[src/rtl/spike_pkg.sv]
// Shared constants and slot-state type for the spike rate decoder.
package spike_pkg;

  localparam int unsigned OUT_W_DEF    = 8;
  localparam int unsigned WIN_LOG2_DEF = 8;

  typedef enum logic {
    EMPTY = 1'b0,
    FULL  = 1'b1
  } slot_state_t;

endpackage

[src/rtl/spike_rate_decoder_if.sv]
// Valid/ready output slot carrying the decoded rate.
interface spike_rate_decoder_if
  import spike_pkg::*;
#(
  parameter int unsigned OUT_W = OUT_W_DEF
);

  logic [OUT_W-1:0] rate;
  logic             rate_valid;
  logic             rate_ready;

  modport master (output rate, output rate_valid, input rate_ready);
  modport slave  (input rate, input rate_valid, output rate_ready);

endinterface

[src/rtl/spike_window_counter.sv]
// Counts strobes and spikes over a 2^WIN_LOG2-strobe window; on the last
// strobe of a window emits a one-cycle close pulse with the saturated sample.
module spike_window_counter
  import spike_pkg::*;
#(
  parameter int unsigned WIN_LOG2 = WIN_LOG2_DEF,
  parameter int unsigned OUT_W    = OUT_W_DEF
) (
  input  logic             clk,
  input  logic             rst_n,
  input  logic             en,
  input  logic             spike,
  output logic             close,
  output logic [OUT_W-1:0] sample
);

  localparam logic [WIN_LOG2:0] SAT = (WIN_LOG2+1)'((1 << OUT_W) - 1);

  logic [WIN_LOG2-1:0] win_cnt;
  logic [WIN_LOG2:0]   spk_cnt;
  logic [WIN_LOG2:0]   total;
  logic [WIN_LOG2:0]   shifted;

  assign close   = en & (&win_cnt);
  assign total   = spk_cnt + {{WIN_LOG2{1'b0}}, spike};
  assign shifted = total >> (WIN_LOG2 - OUT_W);
  assign sample  = (shifted > SAT) ? '1 : shifted[OUT_W-1:0];

  // Advance window position and spike tally on each strobe; clear tally at close.
  always_ff @(posedge clk) begin
    if (rst_n) begin
      win_cnt <= '0;
      spk_cnt <= '0;
    end else if (en) begin
      win_cnt <= win_cnt + WIN_LOG2'(1);
      spk_cnt <= close ? '0 : total;
    end
  end

endmodule

[src/rtl/spike_rate_decoder.sv]
// Spike rate decoder: windowed spike count presented on a valid/ready slot.
// Optional exponential smoothing of results when SPIKE_RATE_EMA_EN is defined.
module spike_rate_decoder
  import spike_pkg::*;
#(
  parameter int unsigned WIN_LOG2  = WIN_LOG2_DEF,
  parameter int unsigned OUT_W     = OUT_W_DEF,
  parameter int unsigned EMA_SHIFT = 2
) (
  input  logic                 clk,
  input  logic                 rst_n,
  input  logic                 en,
  input  logic                 spike,
  spike_rate_decoder_if.master out,
  output logic                 overrun
);

  if (WIN_LOG2 < OUT_W || EMA_SHIFT > OUT_W) begin : g_bad_cfg
    $error("spike_rate_decoder: need WIN_LOG2 >= OUT_W and EMA_SHIFT <= OUT_W");
  end

  slot_state_t      state, state_next;
  logic             close;
  logic             accept;
  logic [OUT_W-1:0] sample;
  logic [OUT_W-1:0] load_val;

  spike_window_counter #(
    .WIN_LOG2 (WIN_LOG2),
    .OUT_W    (OUT_W)
  ) u_window (
    .clk    (clk),
    .rst_n  (rst_n),
    .en     (en),
    .spike  (spike),
    .close  (close),
    .sample (sample)
  );

  assign accept         = (state == FULL) & out.rate_ready;
  assign out.rate_valid = (state == FULL);

`ifdef SPIKE_RATE_EMA_EN
  logic                primed;
  logic signed [OUT_W:0] diff;
  logic signed [OUT_W:0] step;
  logic signed [OUT_W:0] sum;

  // Move the held rate a 2^-EMA_SHIFT fraction toward the new sample.
  always_comb begin
    diff     = $signed({1'b0, sample}) - $signed({1'b0, out.rate});
    step     = diff >>> EMA_SHIFT;
    sum      = $signed({1'b0, out.rate}) + step;
    load_val = primed ? sum[OUT_W-1:0] : sample;
  end

  // First result after reset seeds the average directly.
  always_ff @(posedge clk) begin
    if (rst_n) begin
      primed <= 1'b0;
    end else if (close) begin
      primed <= 1'b1;
    end
  end
`else
  assign load_val = sample;
`endif

  // Slot state register.
  always_ff @(posedge clk) begin
    if (rst_n) begin
      state <= EMPTY;
    end else begin
      state <= state_next;
    end
  end

  // Slot next-state: fill on close, drain on accept unless refilled that cycle.
  always_comb begin
    state_next = state;
    unique case (state)
      EMPTY: if (close) state_next = FULL;
      FULL:  if (accept && !close) state_next = EMPTY;
      default: state_next = EMPTY;
    endcase
  end

  // Load results into the slot; flag any result overwritten before acceptance.
  always_ff @(posedge clk) begin
    if (rst_n) begin
      out.rate <= '0;
      overrun  <= 1'b0;
    end else if (close) begin
      out.rate <= load_val;
      if (state == FULL && !accept) begin
        overrun <= 1'b1;
      end
    end
  end

endmodule

[src/flat_wrapper.sv]
// flat-port wrapper written by rule: the top's interface ports become plain ports
module spike_rate_decoder_flat import spike_pkg::*;
#(
  parameter int unsigned WIN_LOG2  = WIN_LOG2_DEF,
  parameter int unsigned OUT_W     = OUT_W_DEF,
  parameter int unsigned EMA_SHIFT = 2
)
  (clk, rst_n, en, spike, overrun, out_rate, out_rate_valid, out_rate_ready);
  spike_rate_decoder_if #(.OUT_W(OUT_W)) out_i ();
  input  logic clk;
  input  logic rst_n;
  input  logic en;
  input  logic spike;
  output logic overrun;
  output wire logic [$bits(out_i.rate)-1:0] out_rate;
  output wire logic [$bits(out_i.rate_valid)-1:0] out_rate_valid;
  input wire logic [$bits(out_i.rate_ready)-1:0] out_rate_ready;
  assign out_rate = out_i.rate;
  assign out_rate_valid = out_i.rate_valid;
  assign out_i.rate_ready = out_rate_ready;
  spike_rate_decoder #(.WIN_LOG2(WIN_LOG2), .OUT_W(OUT_W), .EMA_SHIFT(EMA_SHIFT)) u_core (.clk(clk), .rst_n(rst_n), .en(en), .spike(spike), .out(out_i), .overrun(overrun));
endmodule
[config.mk]
export PLATFORM = sky130hd
export DESIGN_NAME = spike_rate_decoder_flat
export DESIGN_NICKNAME = d
export VERILOG_FILES = /design/src/rtl/spike_pkg.sv /design/src/rtl/spike_rate_decoder_if.sv /design/src/rtl/spike_window_counter.sv /design/src/rtl/spike_rate_decoder.sv /design/src/flat_wrapper.sv
export SDC_FILE = /design/constraint.sdc
export NUM_CORES = 1
export LEC_CHECK = 0
export BUFFER_PORTS_ARGS = -buffer_cell sky130_fd_sc_hd__buf_2
export CORE_AREA = 2 2 55 57
export DETAILED_ROUTE_END_ITERATION = 10
export DIE_AREA = 0 0 57 59
export GPL_TIMING_DRIVEN = 0
export MAX_ROUTING_LAYER = met4
export SETUP_SLACK_MARGIN = 0.05
export SKIP_LAST_GASP = 1
export SYNTH_ARGS = -nofsm -noshare
export SYNTH_HDL_FRONTEND = slang
export SYNTH_SLANG_ARGS = --single-unit
[constraint.sdc]
create_clock -name clk -period 2.53 [get_ports clk]
set_clock_uncertainty 0.15 [all_clocks]
set_input_delay 0.253 -clock clk [delete_from_list [all_inputs] [get_ports clk]]
set_output_delay 0.253 -clock clk [all_outputs]
set_load 0.01 [all_outputs]
==> results.py, run 1 <==
metrics = {
    "sta": {
        "hold_viol": 0,
        "min_period_over_period_pct": 76.8,
        "clock.fmax_ghz": 0.515,
        "tns_ns": 0,
        "setup_slack_ns": 0.588,
        "rsz0062_at_grt": "no",
        "worst_pin_slew_ns": 0.556,
        "max-slew-margin-rel_pct": 62.8,
        "finalCriticalPeriod_ns": 1.94,
        "slew_viol_final": 0,
        "setup_violations": 0,
    },
    "clocking": {
        "cts.clk_slew.worst_paths_ns": 0.14,
        "cts_tree": "yes",
        "cts_setup_buffers": 0,
        "clock_path_buffers": 2,
        "insertion_delay_ns": 0.32,
        "cts_resized": 0,
        "h-tree-depth": 1,
        "numCtsBuffers": 3,
        "cts_root_buf": "clkbuf_4",
        "hold_buffers": 0,
        "cts_sinks": 27,
    },
    "grt": {
        "grt_pass1_wl_mm": 4.45,
        "grt_max_degree": 16,
        "grt_remaining_overflow": 0,
        "antenna_found_initial": 0,
        "grt_pass1_vias": 1026,
        "grt_use_total_pct": 17.2,
    },
    "worst_setup_path": {
        "cp_max_fo": 10,
        "cp_cell_sequence": "ha_1 > nand4_1 > nor2_1 > o21ai_0 > a31o_2",
        "path_buf_inv": 0,
        "crit_path_end_kind": "register",
        "r2r_start": "u_core.u_window.win_cnt[0]$_SDFFE_PP0P_",
        "startpoint": "u_core.u_window.win_cnt[0]$_SDFFE_PP0P_",
        "cpMaxStageDelayCell": "nor2_1",
        "slowest_delay_ns": 0.46,
        "start_kind": "register",
        "r2r_slack_ns": 0.59,
        "crit_arrival_ns": 2.03,
        "worstSetupPathType": "reg2reg",
        "worst_ep_required_time_ns": 2.62,
        "crit_family": "simple AND/OR/NAND/NOR gates",
    },
    "synth": {
        "synth.area.top_cells": "dfxtp_1 45%, xnor2_1 5.8%, a21oi_1 5.4%, o21ai_0 5.4%, nor2_1 3.7%",
        "syn-num-nets": 145,
        "seq_area_frac_synth_pct": 44.6,
        "yosysUniqueCellTypes": 31,
        "yosys_register_bits": 27,
        "synth_top_area_share_pct": 44.6,
        "ys_warn_count": 0,
        "synth_area_sq_um": 1210,
        "synth_largest_area_cell": "dfxtp_1",
        "syn_inst": 137,
        "syn_area_per_cell_sq_um": 8.85,
    },
    "final_layout": {
        "layout_commonest_cell": "dfxtp_1",
        "final_cell_mix": "27 x dfxtp_1, 15 x buf_2, 13 x o21ai_0, 13 x a21oi_1, 12 x nor2_1",
        "diodes": 0,
        "fill_cells": 281,
        "syn_to_final_growth_pct": 11.2,
        "drive_above_1_share_pct": 16.8,
        "utilization_pct": 49.8,
        "multi_input_area_sq_um": 611,
        "fin_cells": 186,
        "final_nets": 164,
        "seqCellArea_sq_um": 541,
    },
    "die": {
        "dieHeight_um": 59,
        "core_sq_um": 2710,
        "die_area_sq_um": 3360,
        "num_rows": 19,
        "io_pins": 15,
        "die_x_um": 57,
        "start_util_pct": 44.7,
    },
    "routing": {
        "routed_wirelength_mm": 2.37,
        "drt_iter0_drc": 15,
        "postRouteAntennaNets": 0,
        "viasPerCell": 5.51,
        "drc": 0,
        "dr.pass1.iters": 4,
        "vias": 1025,
        "route.detailed.wl_per_inst_um": 12.7,
    },
    "run": {
        "maxCapViolations": 0,
    },
    "power_and_ir_drop": {
        "leakagePower_nw": 0.486,
        "vdd_drop_max_mv": 0.334,
        "p_per_area_nw_per_um2": 487,
    },
    "placement": {
        "pre_cts_ws_ns": 0.596,
        "gp_congestion": 0.789,
        "port_buffers": 14,
        "placed_cells": 182,
        "place_hpwl_mm": 1.82,
    },
    "hold_path": {
        "holdCritPathClass": "in2reg",
        "min-delay-start": "out_rate_ready",
    },
    "status": {
        "outcome": "complete, no violations",
    },
}
## final timing paths
check | endpoint | cells after the start
worst min-delay path | u_core.out.rate_valid$_SDFF_PP0_ | 3
worst max-delay path | u_core.u_window.spk_cnt[8]$_SDFFE_PP0P_ | 5
worst min register to register | u_core.u_window.spk_cnt[0]$_SDFFE_PP0P_ | 2
worst max register to register | u_core.u_window.spk_cnt[8]$_SDFFE_PP0P_ | 5
## logic make-up (layout without fill, tap and decap cells)
logic type	after synthesis	count (layout)	share of synthesized area [%]
simple gates	46	46	21.6
compound gates	35	35	16.9
flops	27	27	44.6
buf+inv	14	32	5.06
xor+xnor	11	11	7.95
fa+ha+maj	3	3	3.10
mux	1	1	0.826
## report_power, final
part	internal [mW]	switching (mW)
clock	0.0592	0.124
combinational	0.0147	0.0230
sequential	0.431	0.00486
total	0.504	0.152
## worst register-to-register path, delay by kind of cell (launching register included)
| family | cells | cell delay [ns] |
|---|---|---|
| AO/OA/AOI/OAI | 2 | 0.45 |
| flip-flops | 1 | 0.42 |
| adder cells (fa/ha/maj) | 1 | 0.24 |
| AND/OR/NAND/NOR | 2 | 0.61 |
## sequential cells by signal, summed over array words and instances, names as in the netlist
register                 cells
u_core.out.rate              8
u_core.u_window.spk_cnt      9
u_core.overrun               1
u_core.u_window.win_cnt      8
u_core.out.rate_valid        1
## cell usage after synthesis
cell type	n
nor3_1	4
or2_0	1
ha_1	3
o21a_1	2
or2b_1	1
buf_6	1
xnor2_1	8
or3_2	2
nand4_4	1
dfxtp_1	27
clkbuf_1	4
o21ai_0	13
mux2i_1	1
nor4b_1	1
nor3_4	1
nor4_1	1
nand2b_1	3
a21boi_0	1
inv_1	7
xor2_1	3
nand2_1	6
buf_2	1
or3_1	1
or4_1	1
nand4_1	4
a21oi_1	13
nor2_1	12
nand3_1	7
buf_1	1
o32ai_1	4
a31o_2	2
## area by class of cell
type / instances / area share [%]
clock buffer: 3 / 1.67
clock inverter: 1 / 0.371
buffer: 7 / 2.60
tap: 31 / 2.88
sequential: 27 / 40.1
inverter: 7 / 1.95
timing repair buffer: 14 / 5.19
multi-input combinational: 96 / 45.3
## per-stage QoR
stage / area, sq um / hold slack [ns] / power, mW
final: 1350 / 0.0727 / 0.656
after global routing: 1350 / 0.0779 / 0.693
after CTS: 1350 / 0.0694 / 0.669
after detailed placement: 1320 / 0.311 / 0.483
after global placement: 1320 / 0.302 / 0.482
after floorplan: 1210 / 0.300 / 0.471
## routing by layer
metal  track usage [%]  vias to the layer above  share of wire, %
met5                 -                        -                 0
met4              6.98                        0               1.2
met3              1.97                        5               2.7
met1              22.3                      483                49
li1                  -                      518                 -
met2              27.6                       19                47
(Power assumes the default switching activity.)
==> run 2, diff against run 1 <==
--- a/config.mk
+++ b/config.mk
@@ -11,6 +11,7 @@
 export DIE_AREA = 0 0 57 59
 export GPL_TIMING_DRIVEN = 0
 export MAX_ROUTING_LAYER = met4
+export PLACE_DENSITY = 0.66
 export SETUP_SLACK_MARGIN = 0.05
 export SKIP_LAST_GASP = 1
 export SYNTH_ARGS = -nofsm -noshare
==> constraint.sdc (replaced) <==
create_clock -name clk -period 1.7 [get_ports clk]
set_clock_uncertainty 0.15 [all_clocks]
set_input_delay 0.17 -clock clk [delete_from_list [all_inputs] [get_ports clk]]
set_output_delay 0.17 -clock clk [all_outputs]
set_load 0.01 [all_outputs]
==> results.py, run 2 (synthesized netlist as in run 1, its figures left out) <==
metrics = {
    "sta": {
        "min_period_over_period_pct": 98.8,
        "rsz0062_at_grt": "yes",
        "setup_slack_ns": 0.0204,
        "setup_violations": 0,
        "tns_ns": 0,
        "worst_pin_slew_ns": 0.441,
        "hold_viol": 0,
        "slew_viol_final": 0,
        "finalCriticalPeriod_ns": 1.68,
        "max-slew-margin-rel_pct": 70.6,
        "clock.fmax_ghz": 0.595,
    },
    "status": {
        "outcome": "complete, no violations",
    },
    "routing": {
        "postRouteAntennaNets": 0,
        "vias": 1081,
        "viasPerCell": 5.35,
        "drc": 0,
        "routed_wirelength_mm": 2.80,
        "route.detailed.wl_per_inst_um": 13.9,
        "dr.pass1.iters": 4,
        "drt_iter0_drc": 33,
    },
    "final_layout": {
        "seqCellArea_sq_um": 552,
        "multi_input_area_sq_um": 733,
        "drive_above_1_share_pct": 40.9,
        "final_nets": 180,
        "layout_commonest_cell": "dfxtp_1",
        "top_regs": "u_core.u_window.spk_cnt: 9 flops, u_core.out.rate: 8 flops, u_core.u_window.win_cnt: 8 flops",
        "finish.instance_area_sq_um": 1630,
        "fin_cells": 202,
        "fill_cells": 238,
        "final_cell_mix": "18 x dfxtp_1, 15 x buf_2, 14 x buf_4, 12 x o21ai_0, 11 x nor2_1",
        "syn_to_final_growth_pct": 34.1,
        "largest_reg_flops": 9,
        "diodes": 0,
        "top_register": "u_core.u_window.spk_cnt",
        "utilization_pct": 60.0,
    },
    "clocking": {
        "numCtsBuffers": 3,
        "cts_tree": "yes",
        "cts_root_buf": "clkbuf_4",
        "cts.clk_slew.worst_paths_ns": 0.14,
        "insertion_delay_ns": 0.32,
        "h-tree-depth": 1,
        "clock_path_buffers": 2,
        "cts_sinks": 27,
    },
    "grt": {
        "grt_use_total_pct": 16.7,
        "grt_pass1_wl_mm": 4.22,
        "antenna_found_initial": 0,
        "grt_remaining_overflow": 0,
        "grt_pass1_vias": 1004,
        "grt_max_degree": 16,
    },
    "die": {
        "dieHeight_um": 59,
        "die_area_sq_um": 3360,
        "start_util_pct": 44.7,
        "num_rows": 19,
        "core_sq_um": 2710,
        "io_pins": 15,
        "die_x_um": 57,
    },
    "run": {
        "maxCapViolations": 0,
    },
    "placement": {
        "place_hpwl_mm": 1.84,
        "port_buffers": 14,
        "pre_cts_ws_ns": -0.218,
        "placed_cells": 182,
        "gp_congestion": 0.808,
        "placed_area_sq_um": 1320,
    },
    "worst_setup_path": {
        "slowest_delay_ns": 0.54,
        "start_kind": "register",
        "cp_max_fo": 5,
        "crit_arrival_ns": 1.81,
        "crit_path_end_kind": "register",
        "cp_cell_sequence": "nand4_1 > or4_1 > nor3_1 > a31o_2",
        "worst_ep_required_time_ns": 1.83,
        "worstSetupPathType": "reg2reg",
        "rr_worst_depth": 4,
        "r2r_slack_ns": 0.02,
        "cpMaxStageDelayCell": "or4_1",
    },
    "power_and_ir_drop": {
        "leakagePower_nw": 0.587,
        "vdd_drop_max_mv": 0.638,
        "p_per_area_nw_per_um2": 619,
    },
    "hold_path": {
        "holdCritPathClass": "in2reg",
        "hold_depth": 4,
    },
}
==> run 2: cell count changes in the layout (fill, tap and decap cells not counted), moves of 2 or more <==
| cell | delta |
|---|---|
| ha_4 | +3 |
| ha_1 | -3 |
| nand3_1 | -2 |
| a21oi_1 | -7 |
| buf_4 | +14 |
| a21oi_2 | +7 |
| dfxtp_2 | +9 |
| dfxtp_1 | -9 |
==> run 2: routing by layer <==
layer,share of wire [%],vias up,GRT usage [%]
met1,41,496,18.7
met2,53,28,28.4
met3,3.9,6,4.59
li1,-,551,-
met5,0,-,-
met4,1.8,0,6.31
==> run 2: layout make-up <==
class | count | area share (%)
Multi-Input combinational cell | 96 | 45.1
Sequential cell | 27 | 33.9
Timing Repair Buffer | 31 | 13.3
Tap cell | 31 | 2.39
Buffer | 6 | 1.92
Inverter | 7 | 1.62
Clock buffer | 3 | 1.39
Clock inverter | 1 | 0.308
==> run 2: report_power, final <==
group / internal [mW] / leakage [nW] / switching [mW]
sequential: 0.642 / 0.222 / 0.00829
combinational: 0.0376 / 0.347 / 0.0436
clock: 0.0883 / 0.0177 / 0.186
total: 0.768 / 0.587 / 0.238
==> run 2: through the flow <==
step / hold WS, ns / total power [mW]
final: 0.0453 / 1.01
after global routing: 0.0570 / 1.05
after CTS: 0.0609 / 1.01
after detailed placement: 0.309 / 0.719
after global placement: 0.293 / 0.716
after floorplan: 0.228 / 0.701
==> run 2: path summary, 6_finish.rpt <==
| path | startpoint | endpoint |
|---|---|---|
| worst max-delay path | u_core.u_window.spk_cnt[3]$_SDFFE_PP0P_ | u_core.u_window.spk_cnt[8]$_SDFFE_PP0P_ |
| worst min-delay path | rst_n | u_core.u_window.spk_cnt[7]$_SDFFE_PP0P_ |
| worst max register to register | u_core.u_window.spk_cnt[3]$_SDFFE_PP0P_ | u_core.u_window.spk_cnt[8]$_SDFFE_PP0P_ |
| worst min register to register | u_core.overrun$_SDFFE_PP0P_ | u_core.overrun$_SDFFE_PP0P_ |
==> run 2: worst max-delay path: cells and delay by family, from the launching register on <==
family / cells / cell delay (ns)
and+or+nand+nor: 3 / 0.97
DFF: 1 / 0.39
AOI/OAI and AO/OA: 1 / 0.13
==> run 2: repair_timing <==
item                                    CTS  global route
endpoints found under the setup margin   14            16
setup buffers                             8             8
pin swaps                                 8            10
endpoints found under the hold margin     1             0
resized for setup                        13            22
hold buffers                              1             0
==> run 3, diff against run 2 <==
--- a/config.mk
+++ b/config.mk
@@ -11,7 +11,7 @@
 export DIE_AREA = 0 0 57 59
 export GPL_TIMING_DRIVEN = 0
 export MAX_ROUTING_LAYER = met4
-export PLACE_DENSITY = 0.66
+export PLACE_DENSITY_LB_ADDON = 0.3
 export SETUP_SLACK_MARGIN = 0.05
 export SKIP_LAST_GASP = 1
 export SYNTH_ARGS = -nofsm -noshare
==> results.py, run 3 (synthesized netlist as in run 1, its figures left out) <==
metrics = {
    "status": {
        "outcome": "complete, no violations",
    },
    "worst_setup_path": {
        "cp_cell_sequence": "ha_4 > ha_4 > nand3_4 > o21a_4 > nor3_4 > buf_6 > a21oi_2",
        "worst_ep_required_time_ns": 1.78,
        "crit_top_cell": "ha_4",
        "crit_arrival_ns": 1.76,
        "start_kind": "register",
        "worstSetupPathType": "reg2reg",
        "slowest_delay_ns": 0.38,
        "cp_max_fo": 5,
        "crit_path_end_kind": "register",
        "cpMaxStageDelayCell": "dfxtp_2",
    },
    "die": {
        "core_sq_um": 2710,
        "io_pins": 15,
        "dieHeight_um": 59,
        "num_rows": 19,
        "die_x_um": 57,
        "start_util_pct": 44.7,
        "die_area_sq_um": 3360,
    },
    "grt": {
        "grt_pass1_vias": 1030,
        "grt_use_total_pct": 18.0,
        "antenna_found_initial": 0,
        "grt_max_degree": 15,
        "grt_remaining_overflow": 0,
        "grt_pass1_wl_mm": 4.64,
    },
    "clocking": {
        "numCtsBuffers": 3,
        "clock_path_buffers": 2,
        "h-tree-depth": 1,
        "cts_root_buf": "clkbuf_4",
        "cts_sinks": 27,
        "insertion_delay_ns": 0.33,
        "cts.clk_slew.worst_paths_ns": 0.14,
        "cts_tree": "yes",
    },
    "routing": {
        "route.detailed.wl_per_inst_um": 14.6,
        "dr.pass1.iters": 5,
        "drc": 0,
        "routed_wirelength_mm": 2.87,
        "postRouteAntennaNets": 0,
        "drt_iter0_drc": 39,
        "vias": 1070,
        "viasPerCell": 5.46,
    },
    "power_and_ir_drop": {
        "p_sw_share_pct": 23.8,
        "p_seq_share_pct": 64.5,
        "p_per_area_nw_per_um2": 648,
        "clkPwrFrac_pct": 27.7,
        "combPwrFrac_pct": 7.8,
        "vdd_drop_max_mv": 0.532,
        "intPower_uw": 769,
        "p_switching_uw": 240,
        "leakagePower_nw": 0.539,
        "p_total_mw": 1.01,
    },
    "final_layout": {
        "drive_above_1_share_pct": 37.0,
        "fill_cells": 264,
        "seqCellArea_sq_um": 557,
        "multi_input_area_sq_um": 716,
        "top_register": "u_core.u_window.spk_cnt",
        "fin_cells": 196,
        "diodes": 0,
        "syn_to_final_growth_pct": 28.5,
        "largest_reg_flops": 9,
        "utilization_pct": 57.5,
        "top_regs": "u_core.u_window.spk_cnt: 9 flops, u_core.out.rate: 8 flops, u_core.u_window.win_cnt: 8 flops",
        "layout_commonest_cell": "dfxtp_1",
        "final_cell_mix": "16 x dfxtp_1, 15 x buf_2, 12 x o21ai_0, 10 x nor2_1, 10 x dfxtp_2",
        "finish.instance_area_sq_um": 1560,
        "final_nets": 174,
    },
    "placement": {
        "port_buffers": 14,
        "pre_cts_ws_ns": -0.297,
        "placed_area_sq_um": 1320,
        "placed_cells": 182,
        "place_hpwl_mm": 1.85,
        "gp_congestion": 0.830,
    },
    "sta": {
        "whs_ns": 0.0540,
        "hold_viol": 0,
        "setup_slack_ns": 0.0168,
        "finalCriticalPeriod_ns": 1.68,
        "max-slew-margin-rel_pct": 66.6,
        "clock.fmax_ghz": 0.594,
        "setup_violations": 0,
        "tns_ns": 0,
        "slew_viol_final": 0,
        "worst_pin_slew_ns": 0.501,
        "min_period_over_period_pct": 99.0,
        "rsz0062_at_grt": "yes",
    },
    "run": {
        "maxCapViolations": 0,
    },
    "hold_path": {
        "holdCritPathClass": "in2reg",
    },
}
-- run 3: critical path, delay by kind of cell (launching register included) --
kind	cells	cell delay (ns)
compound gates	2	0.27
fa+ha+maj	2	0.32
flops	1	0.38
buf+inv	1	0.15
simple gates	2	0.32
-- run 3: worst paths after layout --
check	slack, ns	endpoint	depth (start not counted)	start
hold reg to reg	0.35	u_core.overrun$_SDFFE_PP0P_	1	u_core.overrun$_SDFFE_PP0P_
setup reg to reg	0.02	u_core.out.rate[0]$_SDFFE_PP0P_	7	u_core.u_window.spk_cnt[0]$_SDFFE_PP0P_
setup / recovery	0.02	u_core.out.rate[0]$_SDFFE_PP0P_	7	u_core.u_window.spk_cnt[0]$_SDFFE_PP0P_
hold / removal	0.05	u_core.u_window.spk_cnt[2]$_SDFFE_PP0P_	3	rst_n
-- run 3: layer usage --
metal | track usage, % | share of wire (%)
met1 | 24.0 | 45
met2 | 28.7 | 50
met3 | 1.97 | 3.4
met4 | 6.31 | 1.4
met5 | - | 0
-- run 3: power groups by stage --
| stage | clock [mW] | combinational (mW) | sequential, mW |
|---|---|---|---|
| 2_1_floorplan | 0 | 0.0400 | 0.661 |
| 6_report | 0.280 | 0.0792 | 0.650 |
| 5_1_grt | 0.308 | 0.0884 | 0.652 |
| 3_5_place_dp | 0 | 0.0559 | 0.663 |
| 3_3_place_gp | 0 | 0.0554 | 0.662 |
| 4_1_cts | 0.283 | 0.0734 | 0.649 |
-- run 3: cell type report --
class | instances | area share (%)
multi-input combinational | 96 | 45.9
tap | 31 | 2.49
buffer | 6 | 2.01
clock buffer | 4 | 1.69
sequential | 27 | 35.7
inverter | 7 | 1.69
timing repair buffer | 25 | 10.4
-- run 3: timing repair --
| action | CTS | global route |
|---|---|---|
| hold endpoints to repair | 1 | 0 |
| pin swaps | 6 | 8 |
| setup endpoints to repair | 14 | 16 |
| resized for setup | 14 | 22 |
| setup buffers | 6 | 4 |
| hold buffers | 1 | 0 |
